File: src/rtl/trade_order_ctrl.sv
// -----------------------------------------------------------------------------
// trade_order_ctrl
// Turns buy/sell signals from the SMA signal stage into single-unit orders on a
// valid/ready interface. It tracks the signed net position against a +/-POS_LIMIT
// window and enforces a cooldown of COOLDOWN cycles after each completed order.
// All outputs are registered.
//
// Build option: define TRADE_ORDER_CTRL_STATS_EN to include the saturating
// reject counter. When the macro is not defined, rej_count is tied to zero.
// -----------------------------------------------------------------------------
module trade_order_ctrl #(
    parameter int POS_LIMIT = 4,    // 1..127
    parameter int COOLDOWN  = 8     // 0..255
) (
    input  logic              clk,
    input  logic              rst,
    input  logic              sig_valid,
    input  logic              buy_signal,
    input  logic              sell_signal,
    input  logic              halt,
    input  logic              ord_ready,
    output logic              ord_valid,
    output logic              ord_side,
    output logic signed [7:0] position,
    output logic              busy,
    output logic [15:0]       rej_count
);

    typedef enum logic [1:0] {
        S_IDLE  = 2'd0,
        S_ISSUE = 2'd1,
        S_COOL  = 2'd2
    } state_t;

    localparam logic signed [7:0] LIM_POS   = 8'(POS_LIMIT);
    localparam logic signed [7:0] LIM_NEG   = -LIM_POS;
    // The counter starts at COOLDOWN-1 and counts down to 0, so COOL lasts
    // exactly COOLDOWN cycles.
    localparam logic [7:0]        COOL_LOAD = 8'((COOLDOWN > 0) ? COOLDOWN - 1 : 0);

    state_t            r_state;
    logic [7:0]        r_cool_cnt;
    logic              r_ord_valid;
    logic              r_ord_side;
    logic signed [7:0] r_position;
    logic              r_busy;

    state_t            w_state_next;
    logic [7:0]        w_cool_next;
    logic              w_ord_valid_next;
    logic              w_ord_side_next;
    logic signed [7:0] w_position_next;

    // The request is qualified by sig_valid and halt. A request is "single"
    // when exactly one side is asserted.
    logic w_qual;
    logic w_buy_only;
    logic w_sell_only;
    logic w_buy_ok;
    logic w_sell_ok;

    assign w_qual      = sig_valid && !halt;
    assign w_buy_only  = buy_signal && !sell_signal;
    assign w_sell_only = sell_signal && !buy_signal;
    assign w_buy_ok    = (r_position < LIM_POS);
    assign w_sell_ok   = (r_position > LIM_NEG);

    // State register and registered outputs.
    always_ff @(posedge clk) begin
        if (rst) begin
            r_state     <= S_IDLE;
            r_cool_cnt  <= '0;
            r_ord_valid <= 1'b0;
            r_ord_side  <= 1'b0;
            r_position  <= '0;
            r_busy      <= 1'b0;
        end else begin
            r_state     <= w_state_next;
            r_cool_cnt  <= w_cool_next;
            r_ord_valid <= w_ord_valid_next;
            r_ord_side  <= w_ord_side_next;
            r_position  <= w_position_next;
            r_busy      <= (w_state_next != S_IDLE);
        end
    end

    // Next-state logic: accept in IDLE, hold the order in ISSUE until the
    // handshake, then count down in COOL.
    always_comb begin
        w_state_next     = r_state;
        w_cool_next      = r_cool_cnt;
        w_ord_valid_next = r_ord_valid;
        w_ord_side_next  = r_ord_side;
        w_position_next  = r_position;
        case (r_state)
            S_IDLE: begin
                if (w_qual && ((w_buy_only && w_buy_ok) || (w_sell_only && w_sell_ok))) begin
                    w_state_next     = S_ISSUE;
                    w_ord_valid_next = 1'b1;
                    w_ord_side_next  = w_buy_only;
                end
            end
            S_ISSUE: begin
                // halt is deliberately ignored here: a presented order is never withdrawn.
                if (r_ord_valid && ord_ready) begin
                    w_ord_valid_next = 1'b0;
                    w_position_next  = r_ord_side ? (r_position + 8'sd1) : (r_position - 8'sd1);
                    if (COOLDOWN > 0) begin
                        w_state_next = S_COOL;
                        w_cool_next  = COOL_LOAD;
                    end else begin
                        w_state_next = S_IDLE;
                    end
                end
            end
            S_COOL: begin
                if (r_cool_cnt == 8'd0) begin
                    w_state_next = S_IDLE;
                end else begin
                    w_cool_next = r_cool_cnt - 8'd1;
                end
            end
            default: begin
                w_state_next     = S_IDLE;
                w_ord_valid_next = 1'b0;
            end
        endcase
    end

    assign ord_valid = r_ord_valid;
    assign ord_side  = r_ord_side;
    assign position  = r_position;
    assign busy      = r_busy;

`ifdef TRADE_ORDER_CTRL_STATS_EN
    // A reject is a qualified signal seen in IDLE that is either ambiguous
    // (both sides asserted) or fails the position limit check.
    logic        w_reject;
    logic [15:0] r_rej_count;

    assign w_reject = (r_state == S_IDLE) && w_qual &&
                      ((buy_signal && sell_signal) ||
                       (w_buy_only && !w_buy_ok) ||
                       (w_sell_only && !w_sell_ok));

    // Saturating reject counter.
    always_ff @(posedge clk) begin
        if (rst) begin
            r_rej_count <= '0;
        end else if (w_reject && (r_rej_count != 16'hFFFF)) begin
            r_rej_count <= r_rej_count + 16'd1;
        end
    end

    assign rej_count = r_rej_count;
`else
    assign rej_count = '0;
`endif

endmodule

File: config.mk
export PLATFORM = sky130hd
export DESIGN_NAME = trade_order_ctrl
export DESIGN_NICKNAME = d
export VERILOG_FILES = /design/src/rtl/trade_order_ctrl.sv
export SDC_FILE = /design/constraint.sdc
export NUM_CORES = 1
export LEC_CHECK = 0
export ABC_CLOCK_PERIOD_IN_PS = 4900
export BUFFER_PORTS_ARGS = -buffer_cell sky130_fd_sc_hd__buf_2
export CAP_MARGIN = 20
export CORE_UTILIZATION = 50
export DETAILED_ROUTE_END_ITERATION = 10
export HOLD_SLACK_MARGIN = 0.03
export PLACE_DENSITY = 0.73
export SLEW_MARGIN = 10
export SYNTH_ARGS = -nofsm -noshare
export SYNTH_HDL_FRONTEND = slang
export SYNTH_SLANG_ARGS = --single-unit
File: constraint.sdc
create_clock -name clk -period 4.9 [get_ports clk]
set_clock_uncertainty 0.2 [all_clocks]
set_input_delay 0.98 -clock clk [delete_from_list [all_inputs] [get_ports clk]]
set_output_delay 0.98 -clock clk [all_outputs]
set_load 0.01 [all_outputs]
==> results.json <==
{
  "max_freq_ghz": 0.4197,
  "antenna_found_initial": 0,
  "wire_per_inst_um": 12.49,
  "synth.distinct_cells": 39,
  "seq_area_frac_synth_pct": 32.37,
  "viasPerCell": 5.477,
  "fp.dieW_um": 52.97,
  "synth.top_cell.area_share_pct": 32.37,
  "syn_area_um2": 1299,
  "clock_sinks": 21,
  "drv_cap": 0,
  "drc_errors": 0,
  "post-place-ws_ns": 2.188,
  "maxSlewViolCount": 0,
  "worstPathMaxFanout": 8,
  "synth_top_family_by_area": "simple AND/OR/NAND/NOR gates",
  "critical_path_required_ns": 4.91,
  "crit_chain": "inv_1 > ha_1 > a21o_1 > a31o_1 > o21a_1 > o21ai_1 > mux2_2",
  "grt.total_usage_pct": 19.56,
  "finalSetupViolations": 0,
  "status": "complete, no violations",
  "clk_pin_slew_worst_paths_ns": 0.12,
  "grt.overflow.total": 0,
  "synth_simple_gate_area_share_pct": 20.04,
  "worst_path_largest_cell_delay_ns": 0.40,
  "slowest_stage": "ha_1",
  "grt_pass1_wl_um": 4050,
  "syn_to_final_growth_pct": 4.528,
  "rows": 18,
  "async_flop_share_pct": 0,
  "setup_ws_ns": 2.518,
  "synthXorXnorAreaFrac_pct": 6.069,
  "ir_drop_v": 0.0001906,
  "cts_tree": "yes",
  "routed_wl_um": 2486,
  "dieArea_um2": 2805,
  "synthTopCellsByArea": "dfxtp_1 (32%), buf_4 (9.8%), ha_1 (6.7%)",
  "cts-root-buf": "clkbuf_4",
  "synthAdderAreaFrac_pct": 8.285,
  "final_antenna_net_count": 0,
  "synth_compound_area_share_pct": 18.79,
  "hold_viol": 0,
  "netlist_instances": 153,
  "hold_class": "register to register",
  "finalSetupTns_ns": 0,
  "crit_type": "register to register",
  "p_per_area_nw_per_um2": 211.9,
  "synth_edf_count": 0,
  "first_pass_iters": 4,
  "yosysWarnings": 0,
  "grt_pass1_vias": 926,
  "port_buffers": 17,
  "fin_nets": 185,
  "rsz0062_at_grt": "no",
  "dpl.hpwl_um": 1842,
  "slew_headroom_pct": 38.49,
  "cts_buffers": 3,
  "synthMuxAreaShare_pct": 1.734,
  "dpl_cell_area_um2": 1331,
  "initial_utilization_pct": 52.91,
  "min_period_ns": 2.382,
  "clockBufferDepth": 2,
  "clock_latency_ns": 0.31,
  "die_h_um": 52.97,
  "critPathLaunchType": "register",
  "core-area_um2": 2455,
  "ys.flop_type": "dfxtp_1",
  "ys_ff_latch": 21,
  "grt_max_degree": 23,
  "crit_arrival_ns": 2.40,
  "finalCritPeriodShare_pct": 48.62,
  "leakage_uw": 0.0005729,
  "end_kind": "register",
  "diodes": 0,
  "worst_slew_pin_slew_ns": 0.9186,
  "cts-resized-gates": 0,
  "post_cts_buffers": 0,
  "yosysTopAreaCell": "dfxtp_1",
  "synth_area_per_cell_um2": 8.489,
  "drive_gt1_share_pct": 15.38,
  "cts_hold_buffers": 0,
  "place.gp.congestion": 0.7574,
  "via_count": 1090,
  "htree_levels": 1,
  "final_area_um2": 1358,
  "detail_route.iter0.violations": 19,
  "io_pins": 34
}
[placed cells by master, fill, tap and decap left out, types with 2 or more instances in the layout]
master / netlist / layout
buf_2: 0 / 17
o21ai_0: 6 / 6
nand4_1: 4 / 4
nand3b_1: 2 / 2
a21o_1: 3 / 3
xnor2_1: 2 / 2
nand2b_1: 2 / 2
mux2_2: 2 / 2
nand3_1: 4 / 4
clkbuf_4: 0 / 3
xor2_1: 7 / 7
nor2_1: 19 / 19
nor3b_2: 2 / 2
nor3_1: 6 / 6
o211ai_1: 2 / 2
a21oi_1: 11 / 11
inv_1: 3 / 3
conb_1: 1 / 16
a211oi_1: 5 / 5
dfxtp_1: 21 / 21
nand2_1: 8 / 8
ha_1: 7 / 7
[cells by family (layout without fill, tap and decap cells)]
family	after synthesis	in the layout
buffers and inverters	24	25
other	1	16
flip-flops	21	21
AND/OR/NAND/NOR	51	51
adder cells (fa/ha/maj)	8	8
AO/OA/AOI/OAI	37	37
multiplexers	2	2
XOR/XNOR	9	9
[worst max-delay path, delay by kind of cell, from the launching register on]
family          cells  cell delay, ns
compound gates      4            0.77
fa+ha+maj           1            0.40
buf+inv             1            0.18
flops               1            0.39
mux                 1            0.34
[layout make-up]
type,count,area (um^2)
Inverter,4,15.01
Clock buffer,4,26.28
Multi-Input combinational cell,123,773.2
Sequential cell,21,420.4
Timing Repair Buffer,17,85.08
Fill cell,245,1097
Tap cell,30,37.54
[sequential cells by signal (all words and copies together), names as in the netlist]
register    flops
r_cool_cnt      8
r_state         2
busy            1
ord_valid       1
ord_side        1
position        8
[report_power, final]
part / internal (uW) / switching [uW]
Clock: 31.8 / 52.8
Sequential: 173 / 2.45
Combinational: 9.60 / 18.1
Total: 214 / 73.4
[routing by layer]
layer  global-route usage [%]  wire (um)  up-vias
li1                         -          -      548
met1                    24.17       1139      512
met2                    34.39       1245       27
met3                    5.172         88        3
met4                    2.632         13        0
met5                        0          0        -
[cells in the mapped netlist, drive strengths merged (3+ instances only)]
cell type  count
a21o           3
nor2          19
buf           18
nand4          4
o21ai          7
nand2          8
dfxtp         21
a211oi         5
nor3           6
inv            4
nand3          4
ha             7
a21oi         11
xor2           7
[worst paths after layout]
path	start	endpoint	cells past startpoint	slack, ns
min	ord_valid	ord_valid	2	0.31
min reg2reg	ord_valid	ord_valid	2	0.31
max	ord_side	position[7]	7	2.52
max reg2reg	ord_side	position[7]	7	2.52
[stage by stage]
step	utilization [%]	hold WS, ns	total power (uW)	std cells
finish	55.30	0.3099	287.6	199
global placement	54.23	0.2823	206.0	195
global route	55.30	0.3493	303.4	199
floorplan	-	0.2798	208.9	168
detailed placement	54.23	0.2896	206.6	195
CTS	55.30	0.3102	292.1	199
Note: power is estimated with default switching activity, not from simulation.
